## config.mk

```make
export PLATFORM = sky130hd
export DESIGN_NAME = axi_addr_issue
export DESIGN_NICKNAME = d
export VERILOG_FILES = /design/src/rtl/axi_design_pkg.sv /design/src/rtl/axi_burst_calc.sv /design/src/rtl/axi_addr_issue.sv
export SDC_FILE = /design/constraint.sdc
export NUM_CORES = 1
export LEC_CHECK = 0
export CAP_MARGIN = 25
export CORE_ASPECT_RATIO = 0.6
export CORE_UTILIZATION = 30
export DETAILED_ROUTE_END_ITERATION = 8
export GPL_TIMING_DRIVEN = 0
export SLEW_MARGIN = 30
export SYNTH_ARGS = -nofsm -noshare
export SYNTH_HDL_FRONTEND = slang
export SYNTH_HIERARCHICAL = 1
export SYNTH_SLANG_ARGS = --single-unit
```

## constraint.sdc

```tcl
create_clock -name clk -period 5.3 [get_ports clk]
set_input_delay 1.06 -clock clk [delete_from_list [all_inputs] [get_ports clk]]
set_output_delay 1.06 -clock clk [all_outputs]
set_load 0.02 [all_outputs]
```

## src/rtl/axi_design_pkg.sv

```systemverilog
// Shared descriptor layout, AXI constants and FSM
// state type for the address-issue block.
package axi_design_pkg;

  localparam int DESC_W      = 78;
  localparam int DESC_ADDR_L = 0;
  localparam int DESC_ADDR_W = 64;
  localparam int DESC_BC_L   = 64;
  localparam int DESC_BC_W   = 12;
  localparam int DESC_WR_BIT = 76;
  localparam int DESC_RD_BIT = 77;

  localparam logic [2:0] AXI_SIZE_8B    = 3'd3;
  localparam logic [1:0] AXI_BURST_INCR = 2'b01;

  // up to (7 + 4095 + 7) >> 3 = 513 beats
  localparam int REM_W = 10;

  typedef enum logic [1:0] {
    IDLE,
    FETCH,
    CALC,
    ISSUE
  } state_e;

  function automatic logic [8:0] clamp_beats(
    input logic [REM_W-1:0] rem,
    input logic [8:0]       maxb
  );
    return (rem > {1'b0, maxb}) ? maxb : rem[8:0];
  endfunction

endpackage

```

## src/rtl/axi_burst_calc.sv

```systemverilog
// Combinational burst arithmetic: total beats of a
// descriptor, current/next burst size and next address.
module axi_burst_calc
  import axi_design_pkg::*;
#(
  parameter int MAX_BEATS  = 16,
  parameter int DATA_BYTES = 8
) (
  input  logic [2:0]       addr_lo_i,
  input  logic [11:0]      bcnt_i,
  input  logic [63:0]      addr_i,
  input  logic [REM_W-1:0] rem_i,
  output logic [REM_W-1:0] total_o,
  output logic [7:0]       first_len_o,
  output logic [REM_W-1:0] rem_left_o,
  output logic [7:0]       next_len_o,
  output logic [63:0]      next_addr_o,
  output logic             last_o
);

  localparam logic [8:0] MAXB = 9'(MAX_BEATS);

  logic [12:0] sum;
  logic [8:0]  first_b;
  logic [8:0]  cur_b;
  logic [8:0]  nxt_b;

  assign sum     = 13'(addr_lo_i) + 13'(bcnt_i) + 13'd7;
  assign total_o = sum[12:3];

  assign first_b     = clamp_beats(total_o, MAXB);
  assign first_len_o = 8'(first_b - 9'd1);

  assign cur_b      = clamp_beats(rem_i, MAXB);
  assign rem_left_o = rem_i - {1'b0, cur_b};
  assign last_o     = (rem_left_o == '0);

  assign nxt_b      = clamp_beats(rem_left_o, MAXB);
  assign next_len_o = 8'(nxt_b - 9'd1);

  // later bursts start beat-aligned
  assign next_addr_o = {addr_i[63:3], 3'b000}
                     + 64'(cur_b) * 64'(DATA_BYTES);

endmodule

```

## src/rtl/axi_addr_issue.sv

```systemverilog
// Pops transfer descriptors and issues them as a
// sequence of AXI AR or AW INCR bursts.
module axi_addr_issue
  import axi_design_pkg::*;
#(
  parameter int MAX_BEATS  = 16,
  parameter int DATA_BYTES = 8
) (
  input  logic              clk,
  input  logic              resetn,
  input  logic              ram4k_empty,
  output logic              ram4k_rd,
  input  logic [DESC_W-1:0] ram4k_rddata,
  output logic [63:0]       araddr,
  output logic [63:0]       awaddr,
  output logic [7:0]        arlen,
  output logic [7:0]        awlen,
  output logic [2:0]        arsize,
  output logic [2:0]        awsize,
  output logic [1:0]        arburst,
  output logic [1:0]        awburst,
  output logic              arvalid,
  input  logic              arready,
  output logic              awvalid,
  input  logic              awready,
  output logic              desc_done,
  output logic              desc_err
);

  state_e           state_q;
  logic             rd_q;
  logic [63:0]      d_addr_q;
  logic [11:0]      d_bc_q;
  logic             d_wr_q;
  logic             d_rd_q;
  logic [63:0]      addr_q;
  logic [7:0]       len_q;
  logic [REM_W-1:0] rem_q;
  logic             arvalid_q;
  logic             awvalid_q;
  logic             done_q;
  logic             err_q;

  logic [REM_W-1:0] total;
  logic [7:0]       first_len;
  logic [REM_W-1:0] rem_left;
  logic [7:0]       next_len;
  logic [63:0]      next_addr;
  logic             last;
  logic             hs;
  logic             drop;
  logic             bad_dir;

  axi_burst_calc #(
    .MAX_BEATS (MAX_BEATS),
    .DATA_BYTES(DATA_BYTES)
  ) u_calc (
    .addr_lo_i  (d_addr_q[2:0]),
    .bcnt_i     (d_bc_q),
    .addr_i     (addr_q),
    .rem_i      (rem_q),
    .total_o    (total),
    .first_len_o(first_len),
    .rem_left_o (rem_left),
    .next_len_o (next_len),
    .next_addr_o(next_addr),
    .last_o     (last)
  );

  assign hs      = (arvalid_q & arready)
                 | (awvalid_q & awready);
  assign bad_dir = (d_rd_q == d_wr_q);
  assign drop    = bad_dir | (d_bc_q == '0);

  always_ff @(posedge clk or negedge resetn) begin
    if (!resetn) begin
      state_q   <= IDLE;
      rd_q      <= 1'b0;
      d_addr_q  <= '0;
      d_bc_q    <= '0;
      d_wr_q    <= 1'b0;
      d_rd_q    <= 1'b0;
      addr_q    <= '0;
      len_q     <= '0;
      rem_q     <= '0;
      arvalid_q <= 1'b0;
      awvalid_q <= 1'b0;
      done_q    <= 1'b0;
      err_q     <= 1'b0;
    end else begin
      rd_q   <= 1'b0;
      done_q <= 1'b0;
      err_q  <= 1'b0;
      unique case (state_q)
        IDLE: begin
          if (!ram4k_empty) begin
            rd_q    <= 1'b1;
            state_q <= FETCH;
          end
        end
        FETCH: begin
          // data is valid the cycle after the pop
          if (!rd_q) begin
            d_addr_q <= ram4k_rddata[DESC_ADDR_L +: DESC_ADDR_W];
            d_bc_q   <= ram4k_rddata[DESC_BC_L +: DESC_BC_W];
            d_wr_q   <= ram4k_rddata[DESC_WR_BIT];
            d_rd_q   <= ram4k_rddata[DESC_RD_BIT];
            state_q  <= CALC;
          end
        end
        CALC: begin
          if (drop) begin
            done_q  <= 1'b1;
            err_q   <= bad_dir;
            state_q <= IDLE;
          end else begin
            addr_q    <= d_addr_q;
            len_q     <= first_len;
            rem_q     <= total;
            arvalid_q <= d_rd_q;
            awvalid_q <= d_wr_q;
            state_q   <= ISSUE;
          end
        end
        ISSUE: begin
          if (hs) begin
            if (last) begin
              arvalid_q <= 1'b0;
              awvalid_q <= 1'b0;
              rem_q     <= '0;
              done_q    <= 1'b1;
              state_q   <= IDLE;
            end else begin
              addr_q <= next_addr;
              len_q  <= next_len;
              rem_q  <= rem_left;
            end
          end
        end
        default: state_q <= IDLE;
      endcase
    end
  end

  assign ram4k_rd  = rd_q;
  assign araddr    = addr_q;
  assign awaddr    = addr_q;
  assign arlen     = len_q;
  assign awlen     = len_q;
  assign arsize    = AXI_SIZE_8B;
  assign awsize    = AXI_SIZE_8B;
  assign arburst   = AXI_BURST_INCR;
  assign awburst   = AXI_BURST_INCR;
  assign arvalid   = arvalid_q;
  assign awvalid   = awvalid_q;
  assign desc_done = done_q;
  assign desc_err  = err_q;

endmodule

```

==> metrics, run 1 <==
Yosys top cell area share=0.3906; Worst Tran Pin Value=964.6 ps; Req. time, crit path=5680 ps; CTS root buf=clkbuf_16; Residual DRC=0; largest fanout on the critical path=10; IO Count=242; ranking of synthesized cells by area=dfrtp_1, a2bb2oi_2, mux2_2; sw frac=0.4339; GRT Util Overall=0.1852; Mean Syn Cell Area=10.40 µm²; Final Hold Fails=0; row count=53; share of cells above drive strength 1=0.2492; Finished Layout Cells=1776; antenna viol nets, final=0; placed cells=1743; final core occ=0.4089; Final setup viols=0; combinational share of power=0.604; Yosys reg bits=167; CTS tree=built; CP Capture Type=register; RSZ-0062 raised after global routing=false; mapped cell area=10700 µm²; cell-internal power=5987 µW; Initial Util=0.3050; # fillers=3414; die area=36450 µm²; slowest stage delay, CP=510 ps; pwr dens=737.3 nW/µm²; total gr overflow=0; max_slew headroom=0.3569; gpl congestion=0.9213; Avg WL per Cell=18.81 µm; CTS buffer count=17; WS Path Type=register to register; leakage=0.005710 µW; fraction of registers with async set/reset=1.000; fmax=204.4 MHz; CTS sink cnt=167; fin crit share=0.9229; Die Y=148.3 µm; Max clock buf depth=2; core area=35080 µm²; Storage cell area=4179 µm²; # nets final=1395; number of flops mapped to enable cells by yosys=0; worst path bufs/invs=3; Detailed Place HPWL=25180 µm; clock network power share=0.128; IO buf count=231; WP depth=16; Hold Buf Count CTS=0; TritonRoute pass-1 iters=5; Via Count=8873; area leader, netlist=dfrtp_1; Die Width=245.8 µm; post-synthesis cell type count=66; area of the multi-input gates=5440 µm²; Seq pwr share=0.269; clk_skew=9.281 ps; WL final=33410 µm; largest net degree at the start of global routing=72; DR iter-0 viols=638; top cells by count, synth=dfrtp_1, buf_4, o21ai_0, mux2_2, or3_1; sequential-to-total area share from yosys stat=0.3906; max-cap violations=0; Worst Setup Start Kind=register; area delta synth->final=34.05%; vias in the first global route=8405; Overall Power=10580 µW; CP top delay family=simple AND/OR/NAND/NOR gates; status=completed; Clock transition at path regs=70 ps; first-pass GRT wire length=51080 µm; initial antenna violation count=3; switching power=4589 µW; worst path cell trace=clkbuf_1 > nor4_4 > nand2_1 > nand2_1 > ha_1 > o41a_1 > o41ai_2 > o211ai_1 > nor4_4 > nand3_1 > nor3_1 > clkbuf_2 > clkbuf_1 > or3_1 > o21ai_0 > a2bb2oi_2; Peak VDD IR=0.0002863 V; R2R depth=16; count leader, synth=dfrtp_1; Synth Instances=1029; worst hold path type=input port to asynchronous set/reset pin; yosys warns=6; fin crit period=4891 ps; Slew Limit Fails=0; CP Data Arrival Time=5270 ps; CTS HTree Levels=4; slowest library cell on the worst path=clkbuf_1; worst skew pair latency=450 ps; main flop type after synthesis=dfrtp_1; post-DR vias/cell=4.996
-- metrics by stage --
stage               area, µm²  setup TNS, ps  hold WS, ps  setup slack, ps
floorplan               10750              0        475.2             1647
global placement        13650        -684460        486.5            -4131
detailed placement      13710              0        490.3            131.8
CTS                     14340              0        481.5            102.4
global route            14340              0        500.5            153.4
finish                  14340              0        489.0            408.6
-- power by group through the flow --
| stage | logic [µW] | clock network [µW] | registers (µW) |
|---|---|---|---|
| 2_1_floorplan | 4010 | 0 | 2910 |
| 3_3_place_gp | 6270 | 0 | 2840 |
| 3_5_place_dp | 6360 | 0 | 2870 |
| 4_1_cts | 6390 | 1380 | 2850 |
| 5_1_grt | 6840 | 1430 | 2970 |
| 6_report | 6380 | 1350 | 2840 |
-- worst paths after layout --
check                                           endpoint                startpoint  slack, ps
max in group asynchronous         araddr[31]$_DFFE_PN0P_                    resetn       4110
min in group clk                d_addr_q[29]$_DFFE_PN0P_  d_addr_q[29]$_DFFE_PN0P_        500
worst max register to register      arlen[3]$_DFFE_PN0P_      rem_q[4]$_DFFE_PN0P_        410
worst max-delay path                arlen[3]$_DFFE_PN0P_      rem_q[4]$_DFFE_PN0P_        410
worst min-delay path             d_addr_q[8]$_DFFE_PN0P_                    resetn        490
worst min register to register  d_addr_q[29]$_DFFE_PN0P_  d_addr_q[29]$_DFFE_PN0P_        500
-- registers in the layout, summed over array words and instances, names as in the netlist --
| name | flops |
|---|---|
| araddr | 64 |
| rem_q | 10 |
| arlen | 8 |
| d_wr_q | 1 |
| ram4k_rd | 1 |
| d_addr_q | 64 |
| arvalid | 1 |
| desc_err | 1 |
| d_rd_q | 1 |
| awvalid | 1 |
| desc_done | 1 |
| state_q | 2 |
| d_bc_q | 12 |
-- kinds of logic after synthesis --
group                      count (synthesis)  share of synthesized area
other                                      4                   0.001403
xor gates and xnor gates                  71                    0.05812
DFF                                      167                     0.3906
muxes                                     80                    0.08408
AOI/OAI and AO/OA                        234                     0.1898
and+or+nand+nor                          275                     0.1496
adders and majority gates                 17                    0.02058
buffers and inverters                    181                     0.1058
-- metal layers --
metal	wire length (µm)	global-route usage	vias up
li1	-	-	4163
met1	17010	0.2815	4366
met2	13350	0.2446	305
met3	2281	0.04998	37
met4	759	0.06646	2
met5	12	0	-
-- area by class of cell --
| class | instances | share of cell area |
|---|---|---|
| well taps | 467 | 0.04074 |
| clock inverters | 15 | 0.01422 |
| inverters | 31 | 0.008113 |
| clock buffers | 17 | 0.02966 |
| diodes | 1 | 0.0001745 |
| plain buffers | 150 | 0.07101 |
| multi-input cells | 695 | 0.3793 |
| repair buffers | 233 | 0.1654 |
| flip-flops and latches | 167 | 0.2914 |
-- cells in the final DEF (no fill, tap or decap), drive strengths merged, types with 23 or more instances in the layout --
| cell | count |
|---|---|
| clkbuf | 50 |
| a2bb2oi | 73 |
| mux2 | 79 |
| nand3 | 28 |
| dfrtp | 167 |
| o21ai | 84 |
| nor3 | 23 |
| nor2 | 27 |
| and3 | 27 |
| nand2 | 38 |
| xnor2 | 49 |
| clkdlybuf4s50 | 230 |
| buf | 120 |
| inv | 32 |
| or3 | 78 |
| a21oi | 39 |
-- timing repair --
item	4_1_cts	5_1_grt
setup buffers	0	0
setup endpoints to repair	0	36
gates resized for setup	0	6
No activity file was read; power rests on OpenSTA's default activity.
==> run 2, diff against run 1 <==
CORE_MARGIN = 5   (was unset)
==> metrics, run 2 (same netlist as run 1, synthesis figures left out) <==
slowest library cell on the worst path=clkbuf_1; DR iter-0 viols=649; area of the multi-input gates=5440 µm²; vias in the first global route=8678; Peak VDD IR=0.0003621 V; fin crit share=0.9343; Avg WL per Cell=19.60 µm; Hold Buf Count CTS=0; # fillers=3427; Post-CTS Setup Inserts=0; CP top delay family=simple AND/OR/NAND/NOR gates; WS Path Type=register to register; leakage=0.005705 µW; IO buf count=231; GRT Util Overall=0.1733; IO Count=242; slowest stage delay, CP=530 ps; worst path bufs/invs=3; max_slew headroom=0.3553; Via Count=8847; Initial Util=0.3050; Post-DP Area=13710 µm²; pre-CTS WS=93.64 ps; first-pass GRT wire length=53310 µm; # nets final=1395; max-cap violations=0; post-cts resize count=0; core area=35080 µm²; Req. time, crit path=5670 ps; worst path cell trace=buf_1 > nor4_4 > nand2_1 > nand2_1 > ha_1 > o41a_1 > o41ai_2 > o211ai_1 > nor4_4 > nand3_1 > nor3_1 > clkbuf_2 > clkbuf_1 > or3_1 > o21ai_0 > a2bb2oi_2; Max clock buf depth=2; reg-to-reg startpoint=rem_q[4]$_DFFE_PN0P_; worst skew pair latency=440 ps; most common cell after layout, fill and taps aside=clkdlybuf4s50_1; R2R depth=16; sw frac=0.4336; CP Data Arrival Time=5320 ps; cell-internal power=5966 µW; area delta synth->final=33.82%; status=completed; wl on met1=17890 µm; most frequent cells in the layout=clkdlybuf4s50_1, dfrtp_1, buf_4, o21ai_0, mux2_2; pwr dens=735.7 nW/µm²; Die Width=253.8 µm; total gr overflow=0; Slew Limit Fails=0; fmax=202.0 MHz; clk_skew=10.93 ps; post-DR vias/cell=4.984; met3 WL=2051 µm; switching power=4567 µW; DR WL met2=14400 µm; setup slack, reg-to-reg=350 ps; CTS buffer count=17; RSZ-0062 raised after global routing=false; initial antenna violation count=1; Seq pwr share=0.268; fin area=14320 µm²; CTS sink cnt=167; CP Capture Type=register; fin crit period=4952 ps; Storage cell area=4179 µm²; Clock transition at path regs=70 ps; Worst Setup Start Kind=register; die area=39660 µm²; worst hold path type=input port to asynchronous set/reset pin; antenna viol nets, final=0; Worst Tran Pin Value=967.0 ps; Detailed Place HPWL=26190 µm; largest net degree at the start of global routing=83; Residual DRC=0; largest fanout on the critical path=10; TritonRoute pass-1 iters=5; gpl congestion=0.9021; Final Hold Fails=0; antenna cells=0; WHS=412.4 ps; Final setup viols=0; row count=53; combinational share of power=0.608; Final WS setup=348.4 ps; worst reg2reg endpoint=arlen[6]$_DFFE_PN0P_; clock network power share=0.124; CTS root buf=clkbuf_16; Die Y=156.3 µm; setup TNS=0 ps; WL final=34790 µm; CTS tree=built; CTS HTree Levels=4; DR top layer=met5; share of cells above drive strength 1=0.2469
-- run 2: cell count changes in the layout (fill, tap and decap cells not counted), sizes merged --
cell,previous run,this run
diode,1,0
clkinv,7,4
buf,120,121
bufinv,4,3
clkbuf,50,54
clkinvlp,3,1
inv,32,33
-- run 2: worst max path at each step --
stage / start / endpoint / slack [ps] / depth (start not counted)
final: rem_q[4]$_DFFE_PN0P_ / arlen[6]$_DFFE_PN0P_ / 350 / 16
after global routing: rem_q[4]$_DFFE_PN0P_ / rem_q[6]$_DFFE_PN0P_ / 4 / 17
after CTS: rem_q[4]$_DFFE_PN0P_ / araddr[13]$_DFFE_PN0P_ / 50 / 16
after detailed placement: rem_q[4]$_DFFE_PN0P_ / araddr[13]$_DFFE_PN0P_ / 90 / 16
after global placement: resetn / d_addr_q[26]$_DFFE_PN0P_ / -4090 / 1
after floorplan: rem_q[4]$_DFFE_PN0P_ / rem_q[2]$_DFFE_PN0P_ / 1650 / 17
-- run 2: stage by stage --
| stage | util | instances | total power (µW) |
|---|---|---|---|
| 2_1_floorplan | - | 1043 | 6915 |
| 3_3_place_gp | 0.3891 | 1741 | 9151 |
| 3_5_place_dp | 0.3908 | 1743 | 9262 |
| 4_1_cts | 0.4081 | 1775 | 10630 |
| 5_1_grt | 0.4081 | 1775 | 11230 |
| 6_report | 0.4081 | 1775 | 10530 |
-- run 2: metal layers --
layer,vias up,track usage
met5,-,0
met4,2,0.04113
met3,34,0.03704
met2,291,0.2445
met1,4363,0.2686
li1,4157,-
-- run 2: layout make-up --
type                            instances  area share
Sequential cell                       167      0.2919
Tap cell                              467     0.04081
Timing Repair Buffer                  233      0.1657
Multi-Input combinational cell        695      0.3800
Inverter                               31    0.008127
Clock inverter                         10    0.009962
Buffer                                150     0.07114
Clock buffer                           22     0.03242
-- run 2: power by group through the flow --
stage | sequential [µW] | clock [µW] | combinational (µW)
final | 2820 | 1310 | 6400
after global routing | 2940 | 1410 | 6880
after CTS | 2830 | 1360 | 6440
after detailed placement | 2850 | 0 | 6410
after global placement | 2830 | 0 | 6320
after floorplan | 2910 | 0 | 4010
==> run 3, diff against run 2 <==
CTS_BUF_LIST = sky130_fd_sc_hd__clkbuf_8   (was unset)
==> metrics, run 3 (same netlist as run 1, synthesis figures left out) <==
GRT Util Overall=0.1729; # fillers=3449; Worst Setup Start Kind=register; CTS HTree Levels=4; die area=39660 µm²; post-cts resize count=0; Residual DRC=0; total gr overflow=0; Peak VDD IR=0.0003309 V; largest net degree at the start of global routing=83; Clock transition at path regs=90 ps; clk_skew=21.60 ps; first-pass GRT wire length=53210 µm; Slew Limit Fails=0; CTS buffer count=17; initial antenna violation count=1; reg-to-reg startpoint=rem_q[4]$_DFFE_PN0P_; sw frac=0.4436; WS Path Type=register to register; cell-internal power=5682 µW; core area=35080 µm²; gpl congestion=0.9021; status=completed; area delta synth->final=32.04%; Hold Buf Count CTS=0; Detailed Place HPWL=26190 µm; Max clock buf depth=2; CTS sink cnt=167; max_slew headroom=0.3571; largest fanout on the critical path=10; Die Width=253.8 µm; fmax=209.7 MHz; IO buf count=231; CTS root buf=clkbuf_8; setup slack, reg-to-reg=530 ps; vias in the first global route=8643; most frequent cells in the layout=clkdlybuf4s50_1, dfrtp_1, buf_4, o21ai_0, mux2_2; final core occ=0.4027; clock network power share=0.097; worst hold path type=input port to asynchronous set/reset pin; Initial Util=0.3050; R2R depth=17; RSZ-0062 raised after global routing=false; Avg WL per Cell=19.59 µm; antenna cells=0; slowest stage delay, CP=430 ps; combinational share of power=0.627; IO Count=242; CP Data Arrival Time=5120 ps; Via Count=8829; Final setup viols=0; fin crit share=0.8998; worst skew pair latency=490 ps; setup TNS=0 ps; TritonRoute pass-1 iters=5; Final Hold Fails=0; CP Capture Type=register; most common cell after layout, fill and taps aside=clkdlybuf4s50_1; Req. time, crit path=5650 ps; pwr dens=722.8 nW/µm²; CTS tree=built; antenna viol nets, final=0; Die Y=156.3 µm; DR iter-0 viols=679; leakage=0.005633 µW; crit path launch=rem_q[4]$_DFFE_PN0P_; Seq pwr share=0.276; row count=53; # nets final=1395; slowest library cell on the worst path=o41a_1; worst reg2reg endpoint=rem_q[6]$_DFFE_PN0P_; switching power=4530 µW; Post-CTS Setup Inserts=0; fin crit period=4769 ps; WL final=34780 µm; worst path bufs/invs=4; max-cap violations=0; post-DR vias/cell=4.974; share of cells above drive strength 1=0.2477; CP top delay family=simple AND/OR/NAND/NOR gates; worst path cell trace=clkbuf_2 > nor4_4 > nand2_1 > nand2_1 > ha_1 > o41a_1 > o41ai_2 > o211ai_1 > nor4_4 > nand3_1 > nor3_1 > clkbuf_2 > inv_1 > clkbuf_1 > and3_1 > a21oi_1 > a21oi_1; Worst Tran Pin Value=964.4 ps
## run 3: cell types whose count changed in the layout (fill, tap and decap cells not counted), sizes merged
cell    change
buf         -1
inv         +3
clkbuf      -2
## run 3: layout make-up
type	count	area (µm²)	share of cell area
multi-input cells	695	5440	0.3851
flip-flops and latches	167	4179	0.2958
repair buffers	233	2372	0.1679
plain buffers	150	1020	0.07218
well taps	467	584.3	0.04136
clock buffers	19	261.5	0.01851
clock inverters	13	153.9	0.01089
inverters	31	116.4	0.008237
## run 3: stage by stage
step / std cells / total power, µW / hold slack, ps / cell area [µm²] / worst slack, ps
after global routing: 1775 / 10900 / 309.0 / 14130 / 192.1
after global placement: 1741 / 9151 / 485.5 / 13650 / -4091
after floorplan: 1043 / 6915 / 475.2 / 10750 / 1647
after detailed placement: 1743 / 9262 / 489.8 / 13710 / 93.64
after CTS: 1775 / 10300 / 308.1 / 14120 / 47.98
final: 1775 / 10210 / 360.9 / 14130 / 530.8
## run 3: power groups by stage
stage	registers (µW)	clock network, µW	logic (µW)
floorplan	2910	0	4010
global placement	2830	0	6320
detailed placement	2850	0	6410
CTS	2830	1030	6440
global route	2940	1090	6880
finish	2820	990	6400
## run 3: worst max path at each step
stage                                           to  slack [ps]  cells past startpoint
final                         rem_q[6]$_DFFE_PN0P_         530                     17
after global routing          rem_q[6]$_DFFE_PN0P_         190                     18
after CTS                   araddr[13]$_DFFE_PN0P_          50                     16
after detailed placement    araddr[13]$_DFFE_PN0P_          90                     16
after global placement    d_addr_q[26]$_DFFE_PN0P_       -4090                      1
after floorplan               rem_q[2]$_DFFE_PN0P_        1650                     17
## run 3: worst reg2reg max path: stages (launching register included)
cell and delay (ps):
dfrtp_1 380, clkbuf_2 270, nor4_4 90, nand2_1 290
nand2_1 100, ha_1 220, o41a_1 430, o41ai_2 280
o211ai_1 230, nor4_4 370, nand3_1 210, nor3_1 380
clkbuf_2 430, inv_1 150, clkbuf_1 260, and3_1 210
a21oi_1 220, a21oi_1 120
## run 3: metal layers
layer | routed length (µm) | global-route usage | vias to the layer above
met5 | 20 | 0 | -
met4 | 374 | 0.03654 | 2
met3 | 2352 | 0.04003 | 25
met2 | 14410 | 0.2434 | 292
met1 | 17620 | 0.2685 | 4348
li1 | - | - | 4162
